### config.mk
export PLATFORM = sky130hd
export DESIGN_NAME = qspi_target_flat
export DESIGN_NICKNAME = d
export VERILOG_FILES = /design/src/rtl/qspi_target_if.sv /design/src/rtl/qspi_target.sv /design/src/flat_wrapper.sv
export SDC_FILE = /design/constraint.sdc
export NUM_CORES = 1
export LEC_CHECK = 0
export CAP_MARGIN = 20
export CORE_ASPECT_RATIO = 1.2
export CORE_MARGIN = 2
export CORE_UTILIZATION = 50
export DETAILED_ROUTE_END_ITERATION = 12
export PLACE_DENSITY = 0.7
export SLEW_MARGIN = 20
export SYNTH_ARGS = -nofsm -noshare
export SYNTH_HDL_FRONTEND = slang
export SYNTH_SLANG_ARGS = --single-unit
### constraint.sdc
create_clock -name clk -period 3.07 [get_ports clk]
set_clock_uncertainty 0.15 [all_clocks]
set_input_delay 0.614 -clock clk [delete_from_list [all_inputs] [get_ports clk]]
set_output_delay 0.614 -clock clk [all_outputs]
set_load 0.01 [all_outputs]
### src/rtl/qspi_target_if.sv
// qspi_target_if: pad-level QSPI bus between a master and the target.
// Master drives SCK/CSN/DQ in; target returns DQ out and enables.
interface qspi_target_if;
  logic       sck_i;
  logic       csn_i;
  logic [3:0] dq_i;
  logic [3:0] dq_o;
  logic [3:0] dq_en;

  modport master (
    output sck_i,
    output csn_i,
    output dq_i,
    input  dq_o,
    input  dq_en
  );

  modport slave (
    input  sck_i,
    input  csn_i,
    input  dq_i,
    output dq_o,
    output dq_en
  );
endinterface

### src/rtl/qspi_target.sv
// qspi_target: oversampled QSPI responder with a 16-byte register bank.
// SPI mode 0, single or quad lanes, write events and local read port.
module qspi_target #(
  parameter int SYNC_STAGES = 2,
  parameter int QUAD_DUMMY  = 2
) (
  input  logic         clk,
  input  logic         rst,
  qspi_target_if.slave spi,
  output logic         quad_mode,
  output logic         wr_evt_vld,
  output logic [3:0]   wr_evt_addr,
  output logic [7:0]   wr_evt_dat,
  input  logic [3:0]   lcl_raddr,
  output logic [7:0]   lcl_rdat
);
  localparam logic [7:0] CMD_WR   = 8'h02;
  localparam logic [7:0] CMD_RD   = 8'h0B;
  localparam logic [7:0] CMD_QON  = 8'h35;
  localparam logic [7:0] CMD_QOFF = 8'hF5;

  typedef enum logic [2:0] {
    S_IDLE,
    S_CMD,
    S_ADDR,
    S_DUMMY,
    S_WDATA,
    S_RDATA,
    S_IGNORE
  } state_t;

  state_t     state_q, state_d;
  logic [5:0] sync_q [SYNC_STAGES];
  logic       sck_s, csn_s, sck_d, csn_d;
  logic [3:0] dq_s;
  logic       rise, fall;
  logic [2:0] bcnt;
  logic [3:0] step, sum;
  logic       done;
  logic [7:0] sh_in, byte_nx, sh_out;
  logic [3:0] addr, addr_inc;
  logic [7:0] dcnt;
  logic       dlast;
  logic       is_wr, pend_vld, pend_val;
  logic [3:0] dq_o_q, dq_en_q;
  logic [7:0] bank [16];

  assign {sck_s, csn_s, dq_s} = sync_q[SYNC_STAGES-1];
  assign rise     = sck_s & ~sck_d;
  assign fall     = ~sck_s & sck_d;
  assign step     = quad_mode ? 4'd4 : 4'd1;
  assign sum      = {1'b0, bcnt} + step;
  assign done     = sum[3];
  assign byte_nx  = quad_mode ? {sh_in[3:0], dq_s}
                              : {sh_in[6:0], dq_s[0]};
  assign addr_inc = addr + 4'd1;
  assign dlast    = (dcnt == 8'(QUAD_DUMMY - 1));
  assign spi.dq_o  = dq_o_q;
  assign spi.dq_en = dq_en_q;
  assign lcl_rdat  = bank[lcl_raddr];

  // Pad synchronizers; CSN resets low so a frame already in
  // progress at reset release never looks like a fresh select.
  always_ff @(posedge clk) begin
    if (rst) begin
      for (int i = 0; i < SYNC_STAGES; i++) sync_q[i] <= '0;
      sck_d <= 1'b0;
      csn_d <= 1'b0;
    end else begin
      sync_q[0] <= {spi.sck_i, spi.csn_i, spi.dq_i};
      for (int i = 1; i < SYNC_STAGES; i++) sync_q[i] <= sync_q[i-1];
      sck_d <= sck_s;
      csn_d <= csn_s;
    end
  end

  // State register.
  always_ff @(posedge clk) begin
    if (rst) state_q <= S_IDLE;
    else     state_q <= state_d;
  end

  // Frame sequencing; deselect overrides every state.
  always_comb begin
    state_d = state_q;
    if (csn_s) begin
      state_d = S_IDLE;
    end else begin
      unique case (state_q)
        S_IDLE: if (csn_d) state_d = S_CMD;
        S_CMD: begin
          if (rise && done) begin
            if (byte_nx == CMD_WR || byte_nx == CMD_RD)
              state_d = S_ADDR;
            else
              state_d = S_IGNORE;
          end
        end
        S_ADDR: begin
          if (rise && done) begin
            if (is_wr)
              state_d = S_WDATA;
            else if (quad_mode && QUAD_DUMMY > 0)
              state_d = S_DUMMY;
            else
              state_d = S_RDATA;
          end
        end
        S_DUMMY: if (rise && dlast) state_d = S_RDATA;
        default: state_d = state_q;
      endcase
    end
  end

  // Shift registers, bank writes, read drive and mode changes.
  always_ff @(posedge clk) begin
    if (rst) begin
      bcnt        <= '0;
      sh_in       <= '0;
      sh_out      <= '0;
      addr        <= '0;
      dcnt        <= '0;
      is_wr       <= 1'b0;
      pend_vld    <= 1'b0;
      pend_val    <= 1'b0;
      quad_mode   <= 1'b0;
      dq_o_q      <= '0;
      dq_en_q     <= '0;
      wr_evt_vld  <= 1'b0;
      wr_evt_addr <= '0;
      wr_evt_dat  <= '0;
      for (int i = 0; i < 16; i++) bank[i] <= '0;
    end else begin
      wr_evt_vld <= 1'b0;
      if (csn_s) begin
        bcnt     <= '0;
        dcnt     <= '0;
        dq_o_q   <= '0;
        dq_en_q  <= '0;
        pend_vld <= 1'b0;
        if (pend_vld) quad_mode <= pend_val;
      end else begin
        unique case (state_q)
          S_CMD: begin
            if (rise) begin
              sh_in <= byte_nx;
              bcnt  <= sum[2:0];
              if (done) begin
                is_wr <= (byte_nx == CMD_WR);
                unique case (1'b1)
                  byte_nx == CMD_QON: begin
                    pend_vld <= 1'b1;
                    pend_val <= 1'b1;
                  end
                  byte_nx == CMD_QOFF: begin
                    pend_vld <= 1'b1;
                    pend_val <= 1'b0;
                  end
                  default: ;
                endcase
              end
            end
          end
          S_ADDR: begin
            if (rise) begin
              sh_in <= byte_nx;
              bcnt  <= sum[2:0];
              if (done) begin
                addr   <= byte_nx[3:0];
                sh_out <= bank[byte_nx[3:0]];
              end
            end
          end
          S_DUMMY: begin
            if (rise) begin
              dcnt <= dcnt + 8'd1;
              if (dlast) sh_out <= bank[addr];
            end
          end
          S_WDATA: begin
            if (rise) begin
              sh_in <= byte_nx;
              bcnt  <= sum[2:0];
              if (done) begin
                bank[addr]  <= byte_nx;
                wr_evt_vld  <= 1'b1;
                wr_evt_addr <= addr;
                wr_evt_dat  <= byte_nx;
                addr        <= addr_inc;
              end
            end
          end
          S_RDATA: begin
            if (fall) begin
              bcnt <= sum[2:0];
              if (quad_mode) begin
                dq_o_q  <= sh_out[7:4];
                dq_en_q <= 4'hF;
              end else begin
                dq_o_q  <= {2'b00, sh_out[7], 1'b0};
                dq_en_q <= 4'b0010;
              end
              if (done) begin
                addr   <= addr_inc;
                sh_out <= bank[addr_inc];
              end else if (quad_mode) begin
                sh_out <= {sh_out[3:0], 4'h0};
              end else begin
                sh_out <= {sh_out[6:0], 1'b0};
              end
            end
          end
          default: ;
        endcase
      end
    end
  end
endmodule

### src/flat_wrapper.sv
// flat-port wrapper written by rule: the top's interface ports become plain ports
module qspi_target_flat 
#(
  parameter int SYNC_STAGES = 2,
  parameter int QUAD_DUMMY  = 2
)
  (clk, rst, quad_mode, wr_evt_vld, wr_evt_addr, wr_evt_dat, lcl_raddr, lcl_rdat, spi_sck_i, spi_csn_i, spi_dq_i, spi_dq_o, spi_dq_en);
  qspi_target_if spi_i ();
  input  logic clk;
  input  logic rst;
  output logic quad_mode;
  output logic wr_evt_vld;
  output logic [3:0] wr_evt_addr;
  output logic [7:0] wr_evt_dat;
  input  logic [3:0] lcl_raddr;
  output logic [7:0] lcl_rdat;
  input wire logic [$bits(spi_i.sck_i)-1:0] spi_sck_i;
  input wire logic [$bits(spi_i.csn_i)-1:0] spi_csn_i;
  input wire logic [$bits(spi_i.dq_i)-1:0] spi_dq_i;
  output wire logic [$bits(spi_i.dq_o)-1:0] spi_dq_o;
  output wire logic [$bits(spi_i.dq_en)-1:0] spi_dq_en;
  assign spi_i.sck_i = spi_sck_i;
  assign spi_i.csn_i = spi_csn_i;
  assign spi_i.dq_i = spi_dq_i;
  assign spi_dq_o = spi_i.dq_o;
  assign spi_dq_en = spi_i.dq_en;
  qspi_target #(.SYNC_STAGES(SYNC_STAGES), .QUAD_DUMMY(QUAD_DUMMY)) u_core (.clk(clk), .rst(rst), .spi(spi_i), .quad_mode(quad_mode), .wr_evt_vld(wr_evt_vld), .wr_evt_addr(wr_evt_addr), .wr_evt_dat(wr_evt_dat), .lcl_raddr(lcl_raddr), .lcl_rdat(lcl_rdat));
endmodule
==> results by group <==
Layout
  – Commonest non-fill, non-tap cell in the layout: nor2_1
  – Layout cells sized above 1: 0.280
  – Nets@finish: 1088
  – Area Overhead vs Synth: 18.4%
  – Area of the multi-input gates: 0.00621 mm2
  – Most frequent cells in the layout: 195 x nor2_1, 128 x edfxtp_1, 119 x mux4_2, 87 x buf_4, 72 x dfxtp_1
  – Register area: 0.00533 mm2
  – Filler Cell Count: 1886

Routing
  – Final wirelength: 37200 um
  – Vias: 9147
  – Drt pass-1 iters: 5
  – Wire per inst: 26.6 um
  – DRC: 0
  – Final ANT Viol Nets: 0
  – Avg Vias per Cell: 6.53
  – Initial drt markers: 940

Critical path
  – Max stage delay cell, worst path: mux4_2
  – Kind of critical path: flop to output port
  – Cell mode on critical path: mux4_2
  – CP peak stage delay: 0.53 ns
  – Req. time, crit path: 2.31 ns
  – Setup crit start kind: flop
  – CP Cell Sequence: mux4_2 -> mux4_2 -> buf_2
  – Crit end category: output port
  – Worst Path Arrival: 2.23 ns
  – CP max FO: 4

Clock tree
  – CTS tree: yes
  – Worst-Skew Late Latency: 0.53 ns
  – Worst-path clk slew: 0.06 ns
  – CTS max path bufs: 3
  – Root buf cell: clkbuf_16
  – CTS HTree Levels: 1
  – Clk sinks: 202
  – Hold buffer count at CTS: 0
  – Setup repair bufs after CTS: 0
  – Num CTS Buffers: 23

Synth
  – Asr flop ratio synth: 0
  – Syn nets: 1007
  – EDFF count, synth: 128
  – Syn Area/Cell: 12.0 um2
  – Post-Synthesis Cell Area: 0.0119 mm2
  – Netlist cell types: 61
  – Seq/Total Area, Yosys: 0.449
  – Yosys reg bits: 202
  – Top FF cell, synth: edfxtp_1
  – Ys Warns: 0
  – Post-Synthesis Cells: 986

Timing
  – Hold slack: 0.285 ns
  – Setup TNS: 0 ns
  – Final setup viols: 0
  – RSZ-0062 raised after global routing: false
  – Worst-Margin Slew: 1.11 ns
  – Hold Vio Cnt, Final: 0
  – Post-layout minimum cycle time: 2.99 ns
  – FMAX: 334 MHz
  – Pins Over Slew Limit: 0
  – Slew margin rel.: 0.258
  – Post-route clock period utilization: 0.975
  – Final worst-path setup slack: 0.0759 ns

Job
  – Max cap viols: 0

Power
  – NetSw: 1460 uW
  – Peak supply drop: 0.475 mV
  – Leakage power: 0.00468 uW
  – Clock power frac: 0.461
  – Comb pwr share: 0.066
  – Pwr dens: 458 mW/mm2
  – Register share of total power: 0.474
  – Internal power: 4970 uW
  – Switching part of the total: 0.227

GRT
  – Total gr overflow: 0
  – Largest net degree at the start of global routing: 38
  – Number of global-route vias before repair: 9283
  – Initial antenna violation count: 1
  – First-pass GRT wire length: 56100 um
  – Total track usage: 0.303

Floorplanning
  – Die Height: 173 um
  – Die ar.: 0.0250 mm2
  – # IOs: 42
  – Area of the core: 0.0233 mm2
  – Die W: 145 um
  – # rows: 61
  – Initial core utilization: 0.510

Place
  – Post-place setup slack: -0.431 ns
  – Placer Congestion: 0.952
  – Port bufs: 41
  – HPWL after detailed placement: 27700 um

Worst hold path
  – Hold Path Class: flop to flop

Run status
  – Outcome: finished, final reports clean
[per-stage QoR]
stage               cell area, um2  cells   util  power [uW]
finish                       14100   1400  0.604        6430
global route                 14100   1400  0.604        6620
CTS                          14000   1399  0.603        6460
detailed placement           13200   1357  0.569        3530
global placement             13200   1357  0.569        3520
floorplan                    11900    986      -        3330
[power by group through the flow]
stage | clock (uW) | sequential [uW] | combinational, uW
global placement | 0 | 3100 | 418
floorplan | 0 | 3040 | 284
detailed placement | 0 | 3100 | 427
global route | 3120 | 3050 | 445
CTS | 3000 | 3040 | 419
finish | 2960 | 3050 | 422
[layer usage]
layer	part of all wire	GRT usage	routed length (um)
met1	0.37	0.383	13600
met4	0.051	0.142	1910
met5	0	0	0
met3	0.088	0.0593	3270
met2	0.50	0.500	18400
[state kept, by name, indices dropped and copies added (netlist names), 2 cells and up, named ones only]
signal and flops:
u_core.addr 4, u_core.wr_evt_dat 8, u_core.wr_evt_addr 4, u_core.state_q 3, u_core.spi.dq_o 4, u_core.bank 128, u_core.sync_q 12, u_core.bcnt 3
u_core.sh_in 7, u_core.spi.dq_en 2, u_core.sh_out 8, u_core.dcnt 8
[cells in the mapped netlist, types with 3 or more instances]
library cell | number | share of area
buf_4 | 6 | 0.0038
mux2_2 | 6 | 0.0057
nor2b_1 | 24 | 0.013
nand2_4 | 4 | 0.0038
a31oi_1 | 4 | 0.0021
clkbuf_1 | 45 | 0.014
nor3_1 | 7 | 0.0030
o22ai_1 | 5 | 0.0026
mux4_2 | 119 | 0.23
a221oi_1 | 5 | 0.0037
nand4_1 | 4 | 0.0021
ha_1 | 9 | 0.0095
a2111oi_0 | 5 | 0.0037
nor3b_1 | 4 | 0.0025
a21o_1 | 4 | 0.0025
nand2b_1 | 20 | 0.011
nor2_1 | 195 | 0.062
a22oi_1 | 29 | 0.018
nand2_1 | 54 | 0.017
buf_2 | 26 | 0.011
nand3_1 | 13 | 0.0055
a21oi_1 | 23 | 0.0097
xor2_1 | 9 | 0.0066
o21ai_0 | 9 | 0.0038
nor4_1 | 4 | 0.0021
edfxtp_1 | 128 | 0.32
a311oi_1 | 9 | 0.0066
or4_1 | 3 | 0.0019
dfxtp_1 | 74 | 0.12
a211oi_1 | 22 | 0.014
mux2i_1 | 58 | 0.049
inv_1 | 6 | 0.0019
buf_1 | 7 | 0.0022
xnor2_1 | 4 | 0.0030
and3_1 | 8 | 0.0042
[cell type report]
| type | count | share of cell area |
|---|---|---|
| timing repair buffer | 140 | 0.0896 |
| sequential | 202 | 0.379 |
| clock inverter | 14 | 0.0122 |
| clock buffer | 28 | 0.0468 |
| multi-input combinational | 692 | 0.442 |
| antenna | 1 | 0.000178 |
| inverter | 8 | 0.00214 |
| tap | 315 | 0.0280 |
[final timing paths]
path / start / to / slack [ns] / cells past startpoint
worst max register to register: u_core.quad_mode / u_core.bank[5][0] / 0.14 / 9
worst max-delay path: u_core.bank[14][0] / lcl_rdat[0] / 0.08 / 3
worst min register to register: u_core.sync_q[0][0] / u_core.sync_q[0][6] / 0.29 / 1
worst min-delay path: u_core.sync_q[0][0] / u_core.sync_q[0][6] / 0.29 / 1
[timing repair]
action,in CTS,in global routing
setup endpoints to repair,8,40
hold endpoints to repair,0,0
cloned,0,0
resized for setup,34,5
[critical path, delay by kind of cell, from the launching register on]
family,cells,cell delay (ns)
buffers and inverters,1,0.16
multiplexers,2,1.04
flip-flops,1,0.50
[cell families after synthesis]
| group | count (synthesis) | share of synthesized area |
|---|---|---|
| AO/OA/AOI/OAI | 131 | 0.0790 |
| XOR/XNOR | 13 | 0.00959 |
| adder cells (fa/ha/maj) | 9 | 0.00949 |
| buffers and inverters | 92 | 0.0337 |
| flip-flops | 202 | 0.449 |
| multiplexers | 184 | 0.282 |
| AND/OR/NAND/NOR | 355 | 0.138 |
No activity file was read; power rests on OpenSTA's default activity.
